## config.mk

```make
export PLATFORM = sky130hd
export DESIGN_NAME = sys_regfile
export DESIGN_NICKNAME = d
export VERILOG_FILES = /design/src/rtl/sysregs_pkg.sv /design/src/rtl/reg_lock_fsm.sv /design/src/rtl/sys_regfile.sv
export SDC_FILE = /design/constraint.sdc
export NUM_CORES = 1
export LEC_CHECK = 0
export CAP_MARGIN = 10
export CORE_ASPECT_RATIO = 1.2
export CORE_MARGIN = 5
export CORE_UTILIZATION = 55
export CTS_CLUSTER_SIZE = 30
export DETAILED_ROUTE_END_ITERATION = 6
export GPL_ROUTABILITY_DRIVEN = 0
export PLACE_DENSITY = 0.9
export SYNTH_ARGS = -nofsm -noshare
export SYNTH_HDL_FRONTEND = slang
export SYNTH_SLANG_ARGS = --single-unit
```

## constraint.sdc

```tcl
create_clock -name clk -period 3.5 [get_ports clk]
set_clock_uncertainty 0.1 [all_clocks]
set_input_delay 0.525 -clock clk [delete_from_list [all_inputs] [get_ports clk]]
set_output_delay 0.525 -clock clk [all_outputs]
set_load 0.01 [all_outputs]
```

## src/rtl/sysregs_pkg.sv

```systemverilog
// Shared constants for the system register file: register offsets,
// lock FSM state encoding and the default unlock key bytes.
package sysregs_pkg;

  // Register offsets decoded from addr[3:0]; CTRL occupies 0..NUM_CTRL-1.
  localparam logic [3:0] OFF_STATUS  = 4'h8;
  localparam logic [3:0] OFF_STICKY  = 4'h9;
  localparam logic [3:0] OFF_IRQMASK = 4'hA;
  localparam logic [3:0] OFF_KEY     = 4'hC;
  localparam logic [3:0] OFF_VIS_ON  = 4'hE;
  localparam logic [3:0] OFF_VIS_OFF = 4'hF;

  // Default two-byte unlock sequence written to OFF_KEY.
  localparam logic [7:0] DEF_KEY0 = 8'hA5;
  localparam logic [7:0] DEF_KEY1 = 8'h5A;

  // Lock FSM states.
  typedef enum logic [1:0] {
    LOCK_LOCKED   = 2'd0,
    LOCK_KEY_WAIT = 2'd1,
    LOCK_UNLOCKED = 2'd2
  } lock_state_e;

endpackage

```

## src/rtl/reg_lock_fsm.sv

```systemverilog
// Write-protection FSM for the control registers. A two-byte key
// sequence unlocks the registers; an idle timeout, a key write while
// unlocked, or safe mode relocks them.
module reg_lock_fsm
  import sysregs_pkg::*;
#(
  parameter logic [7:0] KEY0         = DEF_KEY0,
  parameter logic [7:0] KEY1         = DEF_KEY1,
  parameter int         LOCK_TIMEOUT = 1024,
  localparam int        CW           = $clog2(LOCK_TIMEOUT + 1)
) (
  input  logic          clk,
  input  logic          rst_n,
  input  logic          safe_mode_i,
  input  logic          key_wr_i,     // accepted write to the KEY offset
  input  logic [7:0]    key_data_i,
  input  logic          other_wr_i,   // accepted write to any other offset
  input  logic          ctrl_wr_i,    // accepted write to a CTRL offset
  output logic          unlocked_o,
  output lock_state_e   state_o,      // debug view of the FSM state
  output logic [CW-1:0] cnt_o         // debug view of the timeout counter
);

  localparam logic [CW-1:0] TO_VAL = CW'(LOCK_TIMEOUT);
  localparam logic [CW-1:0] ONE    = CW'(1);

  lock_state_e   state_q;
  logic [CW-1:0] cnt_q;
  logic          unlocked_q;

  // Lock state, timeout counter and registered unlocked flag.
  // The counter reloads on entry to UNLOCKED and on every CTRL write,
  // and the FSM relocks on the edge where the count would hit zero, so
  // the registers stay open for exactly LOCK_TIMEOUT idle cycles.
  always_ff @(posedge clk or negedge rst_n) begin
    if (!rst_n) begin
      state_q    <= LOCK_LOCKED;
      cnt_q      <= '0;
      unlocked_q <= 1'b0;
    end else if (safe_mode_i) begin
      state_q    <= LOCK_LOCKED;
      cnt_q      <= '0;
      unlocked_q <= 1'b0;
    end else begin
      case (state_q)
        LOCK_LOCKED: begin
          if (key_wr_i && (key_data_i == KEY0)) begin
            state_q <= LOCK_KEY_WAIT;
          end
        end
        LOCK_KEY_WAIT: begin
          if (key_wr_i && (key_data_i == KEY1)) begin
            state_q    <= LOCK_UNLOCKED;
            cnt_q      <= TO_VAL;
            unlocked_q <= 1'b1;
          end else if (key_wr_i || other_wr_i) begin
            state_q <= LOCK_LOCKED;
          end
        end
        LOCK_UNLOCKED: begin
          if (key_wr_i) begin
            state_q    <= LOCK_LOCKED;
            cnt_q      <= '0;
            unlocked_q <= 1'b0;
          end else if (ctrl_wr_i) begin
            cnt_q <= TO_VAL;
          end else if (cnt_q <= ONE) begin
            state_q    <= LOCK_LOCKED;
            cnt_q      <= '0;
            unlocked_q <= 1'b0;
          end else begin
            cnt_q <= cnt_q - ONE;
          end
        end
        default: begin
          state_q    <= LOCK_LOCKED;
          cnt_q      <= '0;
          unlocked_q <= 1'b0;
        end
      endcase
    end
  end

  assign unlocked_o = unlocked_q;
  assign state_o    = state_q;
  assign cnt_o      = cnt_q;

endmodule

```

## src/rtl/sys_regfile.sv

```systemverilog
// System register file: write-protected control registers, live status,
// sticky W1C event capture with interrupt mask, a turbo button toggle
// and a visibility window over the whole register map.
//
// CPU port: a single-cycle strobe interface with no back-pressure.
// Every cycle with en=1 and we=1 is exactly one write of din to
// addr[3:0]; every cycle with en=1 and we=0 is a read whose data is
// presented combinationally on dout in the same cycle.
module sys_regfile
  import sysregs_pkg::*;
#(
  parameter int                      NUM_CTRL     = 4,
  parameter logic [NUM_CTRL*8-1:0]   CTRL_RST     = 32'h0000_0060,
  parameter logic [7:0]              KEY0         = DEF_KEY0,
  parameter logic [7:0]              KEY1         = DEF_KEY1,
  parameter int                      LOCK_TIMEOUT = 1024,
  parameter int                      TURBO_BIT    = 6
) (
  input  logic                  clk,
  input  logic                  rst_n,
  input  logic [15:0]           addr,
  input  logic [7:0]            din,
  output logic [7:0]            dout,
  input  logic                  we,
  input  logic                  en,
  input  logic [7:0]            status_in,
  input  logic                  safe_mode,
  input  logic                  turbo_toggle,
  output logic [NUM_CTRL*8-1:0] ctrl_out,
  output logic                  regs_visible,
  output logic                  unlocked,
  output logic                  irq
);

  localparam int CW = $clog2(LOCK_TIMEOUT + 1);

  logic [NUM_CTRL*8-1:0] ctrl_q, ctrl_d;
  logic [7:0]            sticky_q, sticky_d;
  logic [7:0]            status_prev_q;
  logic [7:0]            irqmask_q;
  logic                  visible_q;
  logic                  irq_q;
  logic                  tgl_prev_q;

  logic [3:0]  off;
  logic        wr;
  logic        wr_acc;
  logic        is_ctrl;
  logic [7:0]  ctrl_rd;
  logic        key_wr;
  logic        other_wr;
  logic        ctrl_wr;
  logic        tgl_rise;
  logic [7:0]  sticky_clr;
  logic [7:0]  status_rise;

  lock_state_e lock_state;
  logic [CW-1:0] lock_cnt;
  logic        lock_unlocked;

  assign off = addr[3:0];
  assign wr  = en && we;

  // While the window is hidden only the VISIBLE-ON offset accepts writes.
  assign wr_acc = wr && (visible_q || (off == OFF_VIS_ON));

  // CTRL offset match and read mux; offsets at or above NUM_CTRL fall through.
  always_comb begin
    is_ctrl = 1'b0;
    ctrl_rd = 8'hFF;
    for (int i = 0; i < NUM_CTRL; i++) begin
      if (off == 4'(i)) begin
        is_ctrl = 1'b1;
        ctrl_rd = ctrl_q[i*8 +: 8];
      end
    end
  end

  assign key_wr   = wr_acc && (off == OFF_KEY) && !safe_mode;
  assign other_wr = wr_acc && (off != OFF_KEY) && !safe_mode;
  assign ctrl_wr  = wr_acc && is_ctrl && !safe_mode;

  reg_lock_fsm #(
    .KEY0         (KEY0),
    .KEY1         (KEY1),
    .LOCK_TIMEOUT (LOCK_TIMEOUT)
  ) u_lock (
    .clk         (clk),
    .rst_n       (rst_n),
    .safe_mode_i (safe_mode),
    .key_wr_i    (key_wr),
    .key_data_i  (din),
    .other_wr_i  (other_wr),
    .ctrl_wr_i   (ctrl_wr),
    .unlocked_o  (lock_unlocked),
    .state_o     (lock_state),
    .cnt_o       (lock_cnt)
  );

  assign tgl_rise = turbo_toggle && !tgl_prev_q;

  // Next control value: button toggle first, an unlocked CPU write
  // overrides it, and safe mode overrides everything.
  always_comb begin
    ctrl_d = ctrl_q;
    if (tgl_rise) begin
      ctrl_d[TURBO_BIT] = ~ctrl_q[TURBO_BIT];
    end
    if (ctrl_wr && lock_unlocked) begin
      for (int i = 0; i < NUM_CTRL; i++) begin
        if (off == 4'(i)) begin
          ctrl_d[i*8 +: 8] = din;
        end
      end
    end
    if (safe_mode) begin
      ctrl_d = '0;
    end
  end

  // Control registers and the button edge-detector history.
  always_ff @(posedge clk or negedge rst_n) begin
    if (!rst_n) begin
      ctrl_q     <= CTRL_RST;
      tgl_prev_q <= 1'b0;
    end else begin
      ctrl_q     <= ctrl_d;
      tgl_prev_q <= turbo_toggle;
    end
  end

  assign status_rise = status_in & ~status_prev_q;
  assign sticky_clr  = (wr_acc && (off == OFF_STICKY) && !safe_mode) ? din : 8'h00;
  // A new event in the same cycle as its clear must not be lost.
  assign sticky_d    = (sticky_q & ~sticky_clr) | status_rise;

  // Sticky event capture; keeps running in safe mode.
  always_ff @(posedge clk or negedge rst_n) begin
    if (!rst_n) begin
      sticky_q      <= 8'h00;
      status_prev_q <= 8'h00;
    end else begin
      sticky_q      <= sticky_d;
      status_prev_q <= status_in;
    end
  end

  // Interrupt mask register.
  always_ff @(posedge clk or negedge rst_n) begin
    if (!rst_n) begin
      irqmask_q <= 8'h00;
    end else if (safe_mode) begin
      irqmask_q <= 8'h00;
    end else if (wr_acc && (off == OFF_IRQMASK)) begin
      irqmask_q <= din;
    end
  end

  // Register-window visibility, independent of the lock state.
  always_ff @(posedge clk or negedge rst_n) begin
    if (!rst_n) begin
      visible_q <= 1'b1;
    end else if (safe_mode) begin
      visible_q <= 1'b1;
    end else if (wr && (off == OFF_VIS_ON)) begin
      visible_q <= 1'b1;
    end else if (wr_acc && (off == OFF_VIS_OFF)) begin
      visible_q <= 1'b0;
    end
  end

  // Interrupt request, one cycle behind the masked sticky bits.
  always_ff @(posedge clk or negedge rst_n) begin
    if (!rst_n) begin
      irq_q <= 1'b0;
    end else begin
      irq_q <= |(sticky_q & irqmask_q);
    end
  end

  // Combinational read mux; everything unmapped or hidden reads FF.
  always_comb begin
    dout = 8'hFF;
    if (en && visible_q) begin
      if (is_ctrl) begin
        dout = ctrl_rd;
      end else begin
        case (off)
          OFF_STATUS:  dout = status_in;
          OFF_STICKY:  dout = sticky_q;
          OFF_IRQMASK: dout = irqmask_q;
          OFF_KEY:     dout = 8'h00;
          default:     dout = 8'hFF;
        endcase
      end
    end
  end

  assign ctrl_out     = ctrl_q;
  assign regs_visible = visible_q;
  assign unlocked     = lock_unlocked;
  assign irq          = irq_q;

  // Upper address bits are decoded upstream; FSM debug views are for probing.
  logic unused_ok;
  assign unused_ok = ^{addr[15:4], lock_state, lock_cnt};

endmodule

```

### Yosys cells after proc, flatten, opt, wreduce, memory -nomap -nowiden

Cells that the tools add are included.

| word-level totals | value |
|---|---|
| register bits after elaboration | 73 |
| input bits | 38 |
| output and inout port bits | 43 |

| cells by class | value |
|---|---|
| $add $sub $neg | 1 |
| magnitude comparators | 1 |
| equal/unequal tests | 20 |
| mux-type cells | 44 |
| bitwise gates (word level) | 7 |
| reduce and logical (&&, ||, !) cells | 39 |

Operators by type and width:

| kind | number |
|---|---|
| 8-bit two-way mux | 13 |
| 32-bit two-way mux | 2 |
| 11-bit two-way mux | 5 |
| 11-bit case mux with 3 select lines | 1 |
| 8-bit case mux with 4 select lines | 1 |
| 8-bit bitwise AND | 3 |
| 4-bit == test, second input constant | 6 |
| 1-bit logical AND | 18 |
| 8-bit NOT | 2 |
| 2-bit two-way mux | 7 |
| 1-bit two-way mux | 13 |
| 2-bit nonzero test | 6 |
| 11-bit by 1-bit <= comparator with 1-bit output, second input constant | 1 |
| 11-bit by 1-bit subtractor with 11-bit output, second input constant | 1 |
| 2-bit AND reduction | 5 |
| 4-bit by 2-bit == test with 1-bit output, second input constant | 2 |
| 8-bit by 7-bit == test with 1-bit output, second input constant | 1 |
| 8-bit == test, second input constant | 1 |
| 4-bit by 2-bit inequality test with 1-bit output, second input constant | 2 |
| 8-bit OR | 1 |
| 4-bit AND reduction | 2 |
| 8-bit OR reduction | 1 |
| 3-bit by 2-bit inequality test with 1-bit output, second input constant | 2 |
| 2-bit case mux with 3 select lines | 1 |
| other kinds (13) | 15 |

### Depth between registers and ports, before layout

Gate-level depths: netlist of run 1.

| depth | value |
|---|---|
| depth after elaboration | 11 |
| gate-level depth with buffers | 8 |
| gate-level depth less buffers | 7 |

### By module

Synthesis of run 1 repeated with hierarchy kept, for this count alone.

| unflattened totals | value |
|---|---|
| cells, all modules | 389 |
| area, all modules | 4030.1 um2 |

Modules (own cells, without submodules):

| module | times used | cells each | area an instance (um2) | seq. area each (um2) |
|---|---|---|---|---|
| sys_regfile | 1 | 278 | 2991.6 | 1480.2 |
| reg_lock_fsm | 1 | 111 | 1038.5 | 350.3 |

### Worst setup path after synthesis of run 1

OpenSTA, ideal clock, no wires.

| timing path | value |
|---|---|
| kind | input port to output port |
| start point | input addr[0] |
| end point | output dout[0] |
| data arrival time | 1800 ps |
| required time | 2875 ps |
| path slack | 1075 ps |
| stages | 6 |
| cell sequence | clkbuf_1 -> buf_2 -> a21oi_1 -> o21ai_1 -> a21oi_1 -> o21ai_0 |

| between the ends | value |
|---|---|
| longest elaborated chain between the ends | 7 |
| elaborated cells on any way between the ends | 19 |

Ends and longest elaborated chain:

| what | line | RTL |
|---|---|---|
| start: declaration | sys_regfile.sv:21 | `input logic [15:0] addr,` |
| 4-bit zero test | sys_regfile.sv:72 | `if (off == 4'(i)) begin` |
| 8-bit two-way mux or 1-bit two-way mux (tied branches) (4 in series) | sys_regfile.sv:72 |  |
| 8-bit two-way mux (*) | sys_regfile.sv:185 | `if (is_ctrl) begin` |
| 8-bit two-way mux (*) | sys_regfile.sv:184 | `if (en && visible_q) begin` |
| end: declaration | sys_regfile.sv:23 | `output logic [7:0] dout,` |

Every way passes the cells marked *; elsewhere a longest branch is shown, timed or not.

### Final worst setup path of run 1

| timing path | value |
|---|---|
| start point | input addr[0] |
| end point | output dout[3] |

Same word-level chain as after synthesis.

==> results by group, run 1 <==
Outcome
  • Run status: finished, final reports clean

Power
  • Power per standard cell area: approximately 400 nW/um2
  • Clock Power Share: between 40 and 50%
  • Peak ir drop on the vdd network: 0.338 mV
  • Switching power share of the total: about 26%
  • Post-layout total power: 1.96 mW
  • Cell internal power dissipation: approximately 1.5 mW
  • Logic gate share of total power: 14.0%
  • Static Leak: 2.36 nW
  • Part of the total power dissipated in sequential elements: roughly 45%
  • Switching power: 0.506 mW

Clock tree
  • Post-CTS setup-driven buffer insertion count: 0
  • Deepest level of the CTS H-tree: 3
  • Post-CTS Hold Buffers: 0
  • TritonCTS clock tree: built
  • Clock Latency Late Sink: between 0.3 and 0.4 ns
  • Num CTS Buffers: 9
  • Clk slew on worst S/H paths: 0.09 ns
  • Clock root buffer master: clkbuf_8
  • Number of resized instances in the post-cts repair step: 0
  • Worst-case clock buffer depth: 2
  • Clock net sink count: 73

Final layout
  • Share of final-layout standard cells stronger than drive strength 1: 10.3%
  • Area used by sequential logic in the layout: ~1800 um2
  • Fill count: 509
  • Post-layout nets: 504
  • Final non-filler cell area: 4900 um2
  • Final cell utilization of the core: roughly 71%
  • Relative area change from synthesis to final layout: 26.4%
  • Most used cells in the layout excluding fill and tap cells: dfrtp_1, clkdlybuf4s50_1, nor2_1, mux2i_1, o21ai_0
  • Most common library cell in the layout ignoring fill and taps: dfrtp_1
  • Final instance count without filler cells: 552
  • Total inserted antenna cells: 0
  • Area occupied by multi-input gates: 1860 um2

Floorplan
  • Die height: 102 um
  • Row cnt: 33
  • Overall die width: 86.6 um
  • Starting Density: 56.5%
  • Overall die area: 8830 um2
  • Total core area: ~6900 um2
  • Io pins: 81

Logic synthesis
  • Top FF cell, synth: dfrtp_1
  • Sequential element share of the synthesized area: 47.3%
  • Post-synthesis net count: 434
  • Count of warnings emitted by yosys: 0
  • Fraction of registers with async set/reset: between 90% and 100%
  • Count of different cell masters after synthesis: 49
  • Average cell area after synthesis: 9.93 um2
  • Number of synthesized register bits: 73
  • Synthesized instance count: 390
  • Number of enable flip-flop cells after synthesis: 0
  • Cell area after technology mapping: 3870 um2

Worst setup path
  • Reg-to-reg slack, setup: between 1 and 1.5 ns
  • Endpoint class of the critical path: output pin
  • Critical Path RT: between 2 and 3 ns
  • Max FO, Critical Path: 24
  • Arrival time of data at the critical path endpoint: 2.60 ns
  • Worst Setup Path Type: input port to output pin
  • Critical path startpoint category: input port

Global route
  • Initial antenna violation count: 0
  • Maximum number of pins on one net before global-route repair: 74
  • Vias in the first global route: 3498
  • GRT Util Overall: approximately 26%
  • Overall overflow remaining after global route: 0
  • Wire length of the first global-routing pass: between 15 and 20 mm

Timing
  • Transition at the pin with the smallest max-transition slack: 0.918 ns
  • PnR worst setup slack: 0.270 ns
  • RSZ-0062 raised after global routing: false
  • Slew Viols, Final: 0
  • Worst hold slack across all endpoints: 0.262 ns
  • Final hold violation count: 0
  • Max Clk Rate: 310 MHz
  • Rel. slew slack: 38.8%
  • Final period util: 92.3%
  • Final worst path period need: 3.23 ns
  • Setup TNS: 0 ns
  • Final count of negative-setup-slack endpoints: 0

Drt
  • Remaining routing DRC violations: 0
  • ANT nets after route: 0
  • Number of vias after detailed routing: 3402
  • Avg WL per Cell: 19.0 um
  • Pre-antenna DRT Iters: 5
  • Via count normalized by instance count: 6.16
  • Detailed-route wire length: 10.5 mm
  • Detailed Route Iter0 Violations: ~300

Flow run
  • Max cap viols: 0

Placement
  • Cell Area, Placed: 4650 um2
  • Number of port buffers: 68
  • Setup WS pre-CTS: 0.305 ns
  • HPWL after detailed placement: 7.49 mm
  • Total instance count after detailed placement: around 540

Hold path
  • Worst min-delay path category: input port to async pin
## cell families (layout without fill, tap and decap cells)
kind of cell | Yosys count | after routing | synth area share (%)
muxes | 52 | 52 | 16.1
adders and majority gates | 6 | 6 | 1.94
and+or+nand+nor | 129 | 129 | 16.6
DFF | 73 | 73 | 47.3
buffers and inverters | 43 | 118 | 4.65
xor gates and xnor gates | 1 | 1 | 0.226
AOI/OAI and AO/OA | 86 | 86 | 13.2
## cells in the mapped netlist (3+ instances only)
cell	n	share of area (%)
nor3_1	4	0.52
nand2_1	14	1.4
a22o_1	6	1.4
dfstp_2	3	2.0
dfrtp_1	70	45
nand2b_1	4	0.65
nand4_1	4	0.65
a22oi_1	5	0.97
buf_1	4	0.39
nor2_1	66	6.4
o21ai_1	4	0.52
buf_2	3	0.39
nand3b_1	3	0.58
mux4_2	8	4.7
o21ai_0	39	5.0
nor2b_1	7	1.1
a21oi_1	20	2.6
clkbuf_1	10	0.97
nand3_1	6	0.78
inv_1	24	2.3
mux2i_1	42	11
ha_1	6	1.9
nor4_1	3	0.48
## power by group through the flow
stage          combinational [mW]  clock [mW]  sequential [mW]
3_3_place_gp                0.262           0            0.898
6_report                    0.274       0.806            0.884
5_1_grt                     0.300       0.845            0.888
2_1_floorplan               0.154           0            0.896
4_1_cts                     0.273       0.808            0.884
3_5_place_dp                0.271           0            0.901
## state kept, by name, summed over array words and instances (netlist names)
register	count
sticky_q	8
ctrl_out	32
tgl_prev_q	1
u_lock.unlocked_o	1
status_prev_q	8
irq	1
u_lock.cnt_o	11
u_lock.state_o	2
regs_visible	1
irqmask_q	8
## layout make-up
cell class              count  area share [%]
repair buffers             78            15.6
well taps                  87            2.22
inverters                  24            1.84
flip-flops and latches     73            37.4
clock buffers               9            2.53
multi-input cells         274            38.0
clock inverters             7            2.40
## critical path: stages
cell and delay, ns:
clkdlybuf4s50_1 0.46, buf_12 0.19, nor2b_1 0.16, buf_4 0.18, nand2_1 0.06, o21ai_0 0.09
a21oi_1 0.10, o21ai_0 0.24, clkdlybuf4s50_1 0.58
## per-layer routing
layer | track usage [%] | part of all wire [%] | wire length, um | vias to the layer above
met5 | 0 | 0 | 0 | -
met4 | 14.6 | 3.9 | 414 | 0
met3 | 4.35 | 7.0 | 733 | 40
met2 | 42.5 | 51 | 5380 | 167
met1 | 31.3 | 38 | 3970 | 1676
li1 | - | - | - | 1519
## final timing paths
| kind | from | endpoint | cells past startpoint |
|---|---|---|---|
| setup / recovery | addr[0] | dout[3] | 9 |
| hold / removal | rst_n | ctrl_out[25]$_DFFE_PN0P_ | 2 |
| setup reg to reg | u_lock.cnt_o[4]$_DFFE_PN0P_ | u_lock.cnt_o[7]$_DFFE_PN0P_ | 5 |
| hold reg to reg | status_prev_q[4]$_DFF_PN0_ | sticky_q[4]$_DFF_PN0_ | 1 |
| max in group asynchronous | rst_n | irqmask_q[5]$_DFFE_PN0P_ | 2 |
| min in group clk | status_prev_q[4]$_DFF_PN0_ | sticky_q[4]$_DFF_PN0_ | 1 |
Power figures use the tool's default switching activity.
==> run 2: changes to the inputs <==
- CORE_UTILIZATION: 55 -> 51
- PLACE_DENSITY: 0.9 -> 0.85
- clock period: 3.5 -> 3.71 ns (I/O delays scaled with it)
==> results by group, run 2 (same netlist as run 1, synthesis figures left out) <==
Worst setup path
  • Max FO, Critical Path: 24 (unchanged)
  • Critical path startpoint category: input port (unchanged)
  • R2R cell count: 5 (unchanged)
  • Endpoint class of the critical path: output pin (unchanged)
  • Critical Path RT: 3.05 ns (was 2.87 ns)
  • Reg-to-Reg Start: u_lock.cnt_o[4]$_DFFE_PN0P_ (unchanged)
  • Reg-to-reg slack, setup: 1.42 ns (was 1.23 ns)
  • Terminus of the critical flop-to-flop path: u_lock.cnt_o[7]$_DFFE_PN0P_ (unchanged)
  • Arrival time of data at the critical path endpoint: 2.78 ns (was 2.60 ns)
  • Worst Setup Path Type: input port to output pin (unchanged)
  • Critical path capture point: dout[4] (was dout[3])
  • Worst setup path startpoint: addr[0] (unchanged)

Floorplan
  • Overall die width: 89.5 um (was 86.6 um)
  • Row cnt: 34 (was 33)
  • Io pins: 81 (unchanged)
  • Overall die area: 9440 um2 (was 8830 um2)
  • Die height: 105 um (was 102 um)
  • Starting Density: 52.9% (was 56.5%)
  • Total core area: 7320 um2 (was 6850 um2)

Power
  • Cell internal power dissipation: 1.26 mW (was 1.46 mW)
  • Switching power: 0.483 mW (was 0.506 mW)
  • Peak ir drop on the vdd network: 0.277 mV (was 0.338 mV)
  • Logic gate share of total power: 14.7% (was 14.0%)
  • Static Leak: 2.33 nW (was 2.36 nW)
  • Switching power share of the total: 27.6% (was 25.8%)
  • Power per standard cell area: 360 nW/um2 (was 401 nW/um2)
  • Part of the total power dissipated in sequential elements: 47.8% (was 45.0%)
  • Clock Power Share: 37.6% (was 41.0%)

Timing
  • Transition at the pin with the smallest max-transition slack: 0.924 ns (was 0.918 ns)
  • Setup TNS: 0 ns (unchanged)
  • Final worst path period need: 3.43 ns
  • RSZ-0062 raised after global routing: false (unchanged)
  • Slew Viols, Final: 0 (unchanged)
  • Rel. slew slack: 38.4% (was 38.8%)
  • Final period util: between 90% and 100%
  • Final hold violation count: 0 (unchanged)
  • Max Clk Rate: 291 MHz
  • Final count of negative-setup-slack endpoints: 0 (unchanged)

Global route
  • Wire length of the first global-routing pass: 16.9 mm (was 17.4 mm)
  • Initial antenna violation count: 0 (unchanged)
  • GRT Util Overall: 23.1% (was 25.5%)
  • Maximum number of pins on one net before global-route repair: 42 (was 74)
  • Vias in the first global route: 3358 (was 3498)
  • Overall overflow remaining after global route: 0 (unchanged)

Drt
  • ANT nets after route: 0 (unchanged)
  • Pre-antenna DRT Iters: 5 (unchanged)
  • Detailed Route Iter0 Violations: 256 (was 298)
  • Number of vias after detailed routing: 3255 (was 3402)
  • Via count normalized by instance count: 5.91 (was 6.16)
  • Detailed-route wire length: 10.0 mm (was 10.5 mm)
  • Avg WL per Cell: 18.2 um (was 19.0 um)
  • Remaining routing DRC violations: 0 (unchanged)

Clock tree
  • Post-CTS setup-driven buffer insertion count: 0 (unchanged)
  • Deepest level of the CTS H-tree: 3 (unchanged)
  • Post-CTS Hold Buffers: 0 (unchanged)
  • Clk slew on worst S/H paths: 0.09 ns (about the same)
  • Worst-case clock buffer depth: 2 (unchanged)
  • Number of resized instances in the post-cts repair step: 0 (unchanged)
  • Clock net sink count: 73 (unchanged)
  • Num CTS Buffers: 9 (unchanged)
  • Clock root buffer master: clkbuf_8 (unchanged)
  • Clock Latency Late Sink: 0.35 ns (about the same)
  • TritonCTS clock tree: built (unchanged)

Final layout
  • Most common library cell in the layout ignoring fill and taps: dfrtp_1 (unchanged)
  • Area occupied by multi-input gates: 1860 um2 (unchanged)
  • Largest register FFs: 32 (unchanged)
  • Relative area change from synthesis to final layout: 25.3% (was 26.4%)
  • Share of final-layout standard cells stronger than drive strength 1: 9.54% (was 10.3%)
  • Final non-filler cell area: 4850 um2 (was 4900 um2)
  • Final instance count without filler cells: 551 (was 552)
  • Final cell utilization of the core: 66.3% (was 71.4%)
  • Most used cells in the layout excluding fill and tap cells: dfrtp_1, clkdlybuf4s50_1, nor2_1, mux2i_1, o21ai_0 (unchanged)
  • Post-layout nets: 500 (was 504)
  • Area used by sequential logic in the layout: 1830 um2 (unchanged)
  • Fill count: 572 (was 509)
  • Total inserted antenna cells: 0 (unchanged)

Placement
  • Total instance count after detailed placement: 535 (was 536)
  • Cell Area, Placed: 4640 um2 (was 4650 um2)
  • Number of port buffers: 68 (unchanged)
  • HPWL after detailed placement: 7.18 mm (was 7.49 mm)

Outcome
  • Run status: finished, final reports clean (unchanged)

Flow run
  • Max cap viols: 0 (unchanged)

Hold path
  • Worst min-delay path category: input port to async pin (unchanged)
run 2: cell types whose count changed in the layout (fill, tap and decap cells not counted), sizes merged:
cell / delta
inv: +1
bufinv: -2
clkbuf: +1
buf: -4
run 2: final cells by class:
| cell class | count | area share [%] |
|---|---|---|
| Tap cell | 90 | 2.32 |
| Clock inverter | 6 | 1.52 |
| Clock buffer | 10 | 2.84 |
| Multi-Input combinational cell | 274 | 38.4 |
| Timing Repair Buffer | 74 | 15.4 |
| Sequential cell | 73 | 37.7 |
| Inverter | 24 | 1.86 |
run 2: worst min path at each step:
stage                               end                        from  slack [ns]
4_1_cts        ctrl_out[24]$_DFFE_PN0P_                       rst_n        0.24
5_1_grt        ctrl_out[24]$_DFFE_PN0P_                       rst_n        0.29
2_1_floorplan   ctrl_out[0]$_DFFE_PN0P_                       rst_n        0.16
3_3_place_gp      sticky_q[4]$_DFF_PN0_  status_prev_q[4]$_DFF_PN0_        0.31
3_5_place_dp      sticky_q[0]$_DFF_PN0_  status_prev_q[0]$_DFF_PN0_        0.32
6_report       ctrl_out[24]$_DFFE_PN0P_                       rst_n        0.22
run 2: per-layer routing:
layer / GRT usage [%] / part of all wire, % / vias up
li1: - / - / 1510
met1: 31.2 / 42 / 1580
met2: 36.1 / 50 / 141
met3: 4.06 / 5.5 / 24
met4: 9.79 / 2.5 / 0
met5: 0 / 0 / -
run 2: critical path, cell delays in order:
cell and delay, ns:
clkdlybuf4s50_1 0.51, buf_12 0.21, a21oi_1 0.08, o21ai_1 0.43
a21oi_1 0.08, o21ai_0 0.30, clkdlybuf4s50_1 0.60
run 2: power by group through the flow:
stage / Combinational, mW / Sequential [mW] / Clock, mW
after floorplan: 0.145 / 0.845 / 0
after global placement: 0.247 / 0.848 / 0
after detailed placement: 0.254 / 0.849 / 0
after CTS: 0.255 / 0.833 / 0.667
after global routing: 0.280 / 0.837 / 0.702
final: 0.256 / 0.834 / 0.656
run 2: metrics by stage:
step	total power, mW	hold slack, ns	worst slack, ns
4_1_cts	1.76	0.241	0.305
3_3_place_gp	1.09	0.306	0.369
3_5_place_dp	1.10	0.318	0.306
5_1_grt	1.82	0.292	0.0644
6_report	1.75	0.224	0.276
2_1_floorplan	0.990	0.161	1.22
